`src/rtl/func_rr_arbiter.sv`:
```
// func_rr_arbiter
//   Round-robin arbiter that shares one functional unit among 8 requesters.
//   A grant is held until the unit pulses done. The winner then moves to
//   lowest priority. At least one IDLE cycle always separates two grants.
//
//   Optional build macro: ARB_TIMEOUT_EN
//     Adds a watchdog that force-releases a grant after TIMEOUT_CYC BUSY
//     cycles without done, and pulses timeout_o for one cycle. Without the
//     macro, timeout_o is tied low and BUSY waits for done indefinitely.
//
//   state | meaning
//   ------+----------------------------------------------------------
//   IDLE  | no grant held; req_i is arbitrated every cycle
//   BUSY  | one requester owns the unit; grant/opcode frozen until release
module func_rr_arbiter #(
  parameter int N_REQ = 8,
  parameter int IDX_W = 3
) (
  input  logic             clk_i,
  input  logic             rst_i,
  input  logic [N_REQ-1:0] req_i,
  input  logic             done_i,
  output logic [N_REQ-1:0] grant_o,
  output logic             grant_valid_o,
  output logic [IDX_W-1:0] opcode_o,
  output logic             busy_o,
  output logic             timeout_o
);

  typedef enum logic {
    ST_IDLE = 1'b0,
    ST_BUSY = 1'b1
  } state_e;

  state_e           state_q, state_d;
  logic [IDX_W-1:0] ptr_q, ptr_d;
  logic [IDX_W-1:0] opcode_q, opcode_d;
  logic [N_REQ-1:0] grant_q, grant_d;

  logic [IDX_W-1:0] win_idx;
  logic             win_found;
  logic             wdog_expire;

  // Rotating priority search: first set request starting at ptr_q, wrapping mod N_REQ
  always_comb begin
    logic [IDX_W-1:0] cand;
    cand      = ptr_q;
    win_found = 1'b0;
    win_idx   = ptr_q;
    for (int i = 0; i < N_REQ; i++) begin
      cand = ptr_q + IDX_W'(i);
      if (!win_found && req_i[cand]) begin
        win_found = 1'b1;
        win_idx   = cand;
      end
    end
  end

`ifdef ARB_TIMEOUT_EN
  localparam int TIMEOUT_CYC = 16;

  logic [4:0] wdog_q, wdog_d;
  logic       timeout_q, timeout_d;

  // The edge that would take the count to TIMEOUT_CYC is the release edge,
  // so a grant stays visible for exactly TIMEOUT_CYC cycles.
  assign wdog_expire = (state_q == ST_BUSY) && (wdog_q == 5'(TIMEOUT_CYC - 1));

  // Watchdog next state: held at zero outside BUSY, so every grant starts from zero
  always_comb begin
    wdog_d    = wdog_q;
    timeout_d = 1'b0;
    if (state_q == ST_IDLE) begin
      wdog_d = '0;
    end else if (done_i) begin
      // A done arriving on the expiry edge takes precedence: no timeout pulse.
      wdog_d = '0;
    end else if (wdog_expire) begin
      wdog_d    = '0;
      timeout_d = 1'b1;
    end else begin
      wdog_d = wdog_q + 5'd1;
    end
  end

  // Watchdog registers
  always_ff @(posedge clk_i or posedge rst_i) begin
    if (rst_i) begin
      wdog_q    <= '0;
      timeout_q <= 1'b0;
    end else begin
      wdog_q    <= wdog_d;
      timeout_q <= timeout_d;
    end
  end

  assign timeout_o = timeout_q;
`else
  assign wdog_expire = 1'b0;
  assign timeout_o   = 1'b0;
`endif

  // FSM next-state and grant/opcode/pointer update
  always_comb begin
    state_d  = state_q;
    ptr_d    = ptr_q;
    opcode_d = opcode_q;
    grant_d  = grant_q;
    unique case (state_q)
      ST_IDLE: begin
        // done_i is deliberately not looked at here.
        grant_d = '0;
        if (win_found) begin
          grant_d  = N_REQ'(1) << win_idx;
          opcode_d = win_idx;
          state_d  = ST_BUSY;
        end
      end
      ST_BUSY: begin
        // req_i is ignored while busy, even if the winner withdraws.
        if (done_i || wdog_expire) begin
          grant_d = '0;
          ptr_d   = opcode_q + IDX_W'(1);
          state_d = ST_IDLE;
        end
      end
      default: begin
        grant_d = '0;
        state_d = ST_IDLE;
      end
    endcase
  end

  // FSM and datapath registers
  always_ff @(posedge clk_i or posedge rst_i) begin
    if (rst_i) begin
      state_q  <= ST_IDLE;
      ptr_q    <= '0;
      opcode_q <= '0;
      grant_q  <= '0;
    end else begin
      state_q  <= state_d;
      ptr_q    <= ptr_d;
      opcode_q <= opcode_d;
      grant_q  <= grant_d;
    end
  end

  // opcode_o keeps its last value through IDLE; only grant_o clears.
  assign grant_o       = grant_q;
  assign opcode_o      = opcode_q;
  assign grant_valid_o = (state_q == ST_BUSY);
  assign busy_o        = (state_q == ST_BUSY);

endmodule

```
`config.mk`:
```
export PLATFORM = sky130hd
export DESIGN_NAME = func_rr_arbiter
export DESIGN_NICKNAME = d
export VERILOG_FILES = /design/src/rtl/func_rr_arbiter.sv
export SDC_FILE = /design/constraint.sdc
export NUM_CORES = 1
export LEC_CHECK = 0
export CAP_MARGIN = 30
export CORE_ASPECT_RATIO = 0.6
export CORE_MARGIN = 2
export CORE_UTILIZATION = 40
export DETAILED_ROUTE_END_ITERATION = 10
export GPL_ROUTABILITY_DRIVEN = 0
export GPL_TIMING_DRIVEN = 0
export PLACE_DENSITY = 0.67
export SETUP_SLACK_MARGIN = 0.5
export SLEW_MARGIN = 5
export SYNTH_ARGS = -nofsm -noshare
export SYNTH_HDL_FRONTEND = slang
export SYNTH_SLANG_ARGS = --single-unit
```
`constraint.sdc`:
```
create_clock -name clk_i -period 8.6 [get_ports clk_i]
set_input_delay 0.86 -clock clk_i [delete_from_list [all_inputs] [get_ports clk_i]]
set_output_delay 0.86 -clock clk_i [all_outputs]
set_load 0.02 [all_outputs]
```
==> flow_summary_export.csv, run 1 <==
group,metric,value,unit
run_status,status,"complete, no violations",
timing,worstMarginPinSlew,0.6897,ns
finish,stdcell_area,1944,µm²
worst_setup_path,endpoint_kind,"flip-flop",
run,maxCapViolCount,0,
finish,nets,205,
route,via_count,1468,
route,ant_nets,0,
die,fp.dieH,53.15,µm
worst_setup_path,r2r-start,"ptr_q[1]",
global_route,grt_max_degree,16,
finish,final_cell_mix,"clkdlybuf4s50_1 (23), nand2_1 (19), dfrtp_1 (15)",
place,io_buffers,23,
worst_setup_path,rrSetupSlack,4.48,ns
clock_network,post_cts_buffers,0,
finish,multi_input_area,1131,µm²
route,routedWlPerCell,17.21,µm
finish,antenna_cells,0,
clock_network,clk_path_buf_depth,2,
place,place_area,1899,µm²
synthesis,syn-num-nets,177,
place,dp_hpwl,3266,µm
clock_network,clock_latency,0.25,ns
route,wl,4078,µm
min_path,hold_end,"grant_o[1]",
die,die_area,4566,µm²
worst_setup_path,slowest_delay,0.51,ns
finish,final_common_cell,"clkdlybuf4s50_1",
place,dp_cells,233,
worst_setup_path,crit_chain,"clkbuf_1 > clkbuf_1 > inv_1 > ha_1 > buf_6 > mux2_2 > mux4_2 > o22a_2 > o31ai_2 > nor4_1 > a211oi_1 > o21ai_0",
worst_setup_path,cp_max_fo,10,
min_path,min_from,"grant_o[1]",
clock_network,ctsRootBufferMaster,"clkbuf_8",
timing,setup_viol,0,
timing,fin_crit,4.121,ns
synthesis,async_flop_share,1.000,
synthesis,syn_area,1610,µm²
finish,stdcell_count,237,
synthesis,synth_compound_area_frac,0.2044,
min_path,holdPathStages,2,
worst_setup_path,slowest_stage,"mux4_2",
synthesis,synth_xor_area_frac,0.02720,
worst_setup_path,cp.required,8.70,ns
synthesis,yosys.area_share.simple,0.1453,
timing,rsz0062_at_grt,"no",
clock_network,cts_buffers,3,
synthesis,synth_top_family_by_area,"multiplexers",
die,start_util,0.4277,
worst_setup_path,start_kind,"flip-flop",
worst_setup_path,reg2reg_depth,12,
synthesis,synthMuxAreaShare,0.2999,
die,core,3765,µm²
worst_setup_path,critPathTopFamily,"compound AO/OA/AOI/OAI gates",
finish,fillers,333,
route,drtIter0Drc,92,
synthesis,ys_ff_latch,15,
route,route.detailed.drc,0,
clock_network,post_cts_resize_count,0,
route,dr.pass1.iters,4,
route,vias_per_cell,6.194,
global_route,antenna_found_initial,0,
min_path,hold_path.class,"reg2reg",
finish,drive_gt1_frac,0.2211,
timing,finalSetupTns,0,ns
timing,finalMaxSlewViolations,0,
clock_network,clkSinkCount,15,
timing,skew,0.003191,ns
clock_network,cts_hold_buf,0,
global_route,gr-total-overflow,0,
synthesis,syn_area_per_cell,9.879,µm²
finish,syn_to_final_growth,20.75,%
synthesis,synthCells,163,
global_route,grt_pass1_vias,1336,
synthesis,synthAdderAreaFrac,0.02331,
clock_network,cts_tree,"yes",
timing,timing.final.crit_share,0.4792,
die,rows,17,
synthesis,synth_edf_count,0,
timing,max-slew-margin-rel,0.5369,
clock_network,h-tree-depth,1,
global_route,grt_first_pass_wirelength,6844,µm
worst_setup_path,arrival,4.22,ns
worst_setup_path,crit_top_cell,"clkbuf_1",
global_route,grt_usage,0.1955,
synthesis,yosysSeqAreaShare,0.2331,
worst_setup_path,crit_type,"reg2reg",
synthesis,synth_ff_type,"dfrtp_1",
timing,finalHoldViolCount,0,
synthesis,yosysUniqueCellTypes,51,
die,io_pins,25,
die,die_x,85.91,µm
worst_setup_path,critPathBufInv,4,
synthesis,ys_warn_count,0,
worst_setup_path,rr_endpoint,"opcode_o[0]",
timing,timing.fmax,242.7,MHz
clock_network,cts.clk_slew.worst_paths,0.06,ns
finish,register_area,375.4,µm²
-- layer usage --
layer,global-route usage,vias up,wire [µm]
met5,0,-,0
met4,0.03175,0,19
met3,0.04836,2,384
met2,0.2739,65,1709
met1,0.3019,717,1965
li1,-,684,-
-- kinds of logic (layout without fill, tap and decap cells) --
family	after synthesis	after routing
fa+ha+maj	3	3
compound gates	44	44
simple gates	44	44
mux	31	31
xor+xnor	5	5
other cells	1	1
flops	15	15
buf+inv	20	47
-- worst register-to-register path: cells and delay by family, from the launching register on --
kind | cells | cell delay (ns)
adders and majority gates | 1 | 0.31
DFF | 1 | 0.35
and+or+nand+nor | 1 | 0.12
muxes | 2 | 0.88
AOI/OAI and AO/OA | 4 | 1.30
buffers and inverters | 4 | 1.02
-- worst max-delay path by stage --
stage / startpoint / endpoint / slack (ns) / cells after the start
2_1_floorplan: ptr_q[1] / opcode_o[2] / 5.09 / 13
3_3_place_gp: ptr_q[1] / opcode_o[0] / 4.58 / 12
3_5_place_dp: ptr_q[1] / opcode_o[0] / 4.54 / 12
4_1_cts: ptr_q[1] / opcode_o[0] / 4.51 / 12
5_1_grt: ptr_q[1] / opcode_o[0] / 4.10 / 12
6_report: ptr_q[1] / opcode_o[0] / 4.48 / 12
-- synthesized netlist by cell type, types with 2 or more instances --
cell      number  area share
o22ai_1        4       0.016
mux2_2         7       0.049
a32o_1         4       0.025
nand2_1       19       0.044
nor2_1         4      0.0093
o31ai_1        5       0.023
nor3_1         4       0.012
ha_1           3       0.023
nor2b_1        3       0.012
inv_1          5       0.012
mux4_2        12        0.17
mux2_4         2       0.019
buf_6          2       0.014
clkbuf_1       5       0.012
xnor2_1        4       0.022
dfrtp_1       15        0.23
buf_1          2      0.0047
or2_2          2      0.0078
nand2b_1       2      0.0078
buf_4          3       0.014
a211oi_1       2      0.0093
buf_2          2      0.0062
a21oi_1        6       0.019
nand3_1        4       0.012
mux2i_1        9       0.056
o21ai_0        7       0.022
a21o_1         2      0.0093
-- flip-flops by register name, summed over array words and instances (netlist names) --
name / count
grant_o: 8
ptr_q: 3
opcode_o: 3
busy_o: 1
-- per-stage QoR --
stage                     hold WS (ns)  utilization  setup slack [ns]
final                           0.4808       0.5165             4.479
after global routing            0.5088       0.5165             4.095
after CTS                       0.4875       0.5165             4.506
after detailed placement        0.4736       0.5045             4.537
after global placement          0.4682       0.5045             4.580
after floorplan                 0.5920            -             5.089
-- layout make-up --
cell class | count | area share
inverter | 6 | 0.01158
clock buffer | 4 | 0.02317
sequential | 15 | 0.1931
buffer | 14 | 0.04183
timing repair buffer | 23 | 0.1184
multi-input combinational | 128 | 0.5817
tap | 47 | 0.03024
Power of run 1 is left out: the tool's default activity adds up to more than one toggle a clock period on the data nets, which glitch-free logic cannot reach.
==> run 2: changes to the inputs <==
--- a/config.mk
+++ b/config.mk
@@ -12,7 +12,7 @@
 export DETAILED_ROUTE_END_ITERATION = 10
 export GPL_ROUTABILITY_DRIVEN = 0
 export GPL_TIMING_DRIVEN = 0
-export PLACE_DENSITY = 0.67
+export PLACE_DENSITY = 0.7
 export SETUP_SLACK_MARGIN = 0.5
 export SLEW_MARGIN = 5
 export SYNTH_ARGS = -nofsm -noshare
==> constraint.sdc (replaced) <==
create_clock -name clk_i -period 3.6 [get_ports clk_i]
set_input_delay 0.36 -clock clk_i [delete_from_list [all_inputs] [get_ports clk_i]]
set_output_delay 0.36 -clock clk_i [all_outputs]
set_load 0.02 [all_outputs]
==> run 2 against run 1 <==
Non-clock buffer count up 22. Final area up 22%. Utilization up 11 points. Global-route usage up 4.0 points. Flip-flop and latch count unchanged. Clock skew down 0.0022 ns. Fmax up 23%. Worst hold slack worse by 0.0030 ns. Cell count up 9.3%. Critical endpoint is now grant_o[7]. Largest cell class unchanged.
==> flow_summary_export.csv, run 2 (synthesis gave the netlist of run 1 again) <==
group,metric,value,unit
run_status,status,"complete, no violations",
clock_network,cts_buffers,3,
clock_network,cts.clk_slew.worst_paths,0.06,ns
worst_setup_path,crit_type,"reg2reg",
run,maxCapViolCount,0,
global_route,grt_first_pass_wirelength,8155,µm
worst_setup_path,arrival,3.48,ns
finish,final_util,0.6298,
route,drtIter0Drc,139,
global_route,gr-total-overflow,0,
worst_setup_path,cp.required,3.74,ns
die,rows,17,
route,wl,5058,µm
timing,holdWs,0.4778,ns
finish,largest_reg_flops,8,
route,dr.pass1.iters,4,
clock_network,clock_latency,0.25,ns
worst_setup_path,crit_chain,"clkbuf_8 > clkbuf_16 > inv_4 > ha_4 > buf_6 > mux2_4 > mux4_2 > o22a_4 > buf_4 > nor3_4 > nor3_2 > a211o_1 > a32o_1",
clock_network,h-tree-depth,1,
finish,final_cell_mix,"buf_4 (24), clkdlybuf4s50_1 (23), nand2_1 (16)",
place,dp_hpwl,3449,µm
clock_network,clkSinkCount,15,
finish,drive_gt1_frac,0.4292,
die,die_x,85.91,µm
die,start_util,0.4277,
die,fp.dieH,53.15,µm
worst_setup_path,endpoint_kind,"flip-flop",
timing,finalSetupTns,0,ns
route,vias_per_cell,6.236,
finish,fillers,280,
timing,skew,0.001010,ns
timing,max-slew-margin-rel,0.5244,
global_route,grt_max_degree,16,
timing,finalMaxSlewViolations,0,
global_route,grt_usage,0.2353,
timing,timing.fmax,299.2,MHz
finish,multi_input_area,1336,µm²
worst_setup_path,start_kind,"flip-flop",
min_path,hold_path.class,"in2async",
finish,final_common_cell,"buf_4",
route,route.detailed.drc,0,
place,place_area,1978,µm²
finish,register_area,375.4,µm²
finish,stdcell_area,2371,µm²
timing,worstMarginPinSlew,0.7082,ns
finish,syn_to_final_growth,47.24,%
global_route,antenna_found_initial,0,
worst_setup_path,rrSetupSlack,0.26,ns
clock_network,ctsRootBufferMaster,"clkbuf_8",
route,via_count,1615,
timing,fin_crit,3.343,ns
finish,antenna_cells,0,
worst_setup_path,slowest_delay,0.52,ns
finish,nets,227,
clock_network,cts_tree,"yes",
worst_setup_path,slowest_stage,"mux4_2",
die,io_pins,25,
route,routedWlPerCell,19.53,µm
place,io_buffers,23,
worst_setup_path,cp_max_fo,6,
timing,setup_viol,0,
clock_network,clk_path_buf_depth,2,
timing,rsz0062_at_grt,"yes",
route,ant_nets,0,
worst_setup_path,r2r-start,"ptr_q[1]",
worst_setup_path,critPathBufInv,5,
global_route,grt_pass1_vias,1550,
timing,finalHoldViolCount,0,
worst_setup_path,worstSetupStartpoint,"ptr_q[1]",
die,die_area,4566,µm²
timing,timing.final.crit_share,0.9285,
die,core,3765,µm²
worst_setup_path,critPathTopFamily,"compound AO/OA/AOI/OAI gates",
## run 2: cell types whose count changed in the layout (fill, tap and decap cells not counted), sizes merged
| cell | delta |
|---|---|
| clkinv | +1 |
| clkbuf | -1 |
| buf | +22 |
## run 2: final cells by class
class,count,area share
sequential,15,0.1583
tap,47,0.02480
buffer,14,0.05435
timing repair buffer,45,0.1668
clock inverter,1,0.002111
clock buffer,3,0.01741
multi-input combinational,128,0.5636
inverter,6,0.01266
## run 2: layer usage
| layer | global-route usage | vias to the layer above | wire [µm] |
|---|---|---|---|
| met3 | 0.05148 | 5 | 404 |
| li1 | - | 727 | - |
| met4 | 0.02381 | 0 | 29 |
| met1 | 0.3388 | 808 | 2263 |
| met5 | 0 | - | 0 |
| met2 | 0.3760 | 75 | 2361 |
## run 2: path summary, 6_finish.rpt
check | depth (start not counted) | to
max | 13 | grant_o[7]
min | 2 | opcode_o[1]
max reg2reg | 13 | grant_o[7]
min reg2reg | 2 | grant_o[1]
max in group asynchronous | 2 | grant_o[7]
min in group clk_i | 2 | grant_o[1]
## run 2: worst register-to-register path, delay by kind of cell, from the launching register on
family                     cells  cell delay, ns
and+or+nand+nor                2            0.30
AOI/OAI and AO/OA              3            0.89
adders and majority gates      1            0.18
buffers and inverters          5            0.62
DFF                            1            0.39
muxes                          2            0.85
## run 2: per-stage QoR
step                setup WS, ns  instances
finish                    0.2574        259
global route              0.1925        259
CTS                       0.2251        249
detailed placement      0.001546        233
global placement          0.1254        233
floorplan                 0.4947        163
## run 2: what timing repair did
action / in CTS / in global routing
pin swaps: 15 / 14
hold buffers: 0 / 0
endpoints found under the setup margin: 12 / 12
buffers inserted: 12 / 10
gates resized for setup: 25 / 16
Power of run 2 is left out for the same reason.
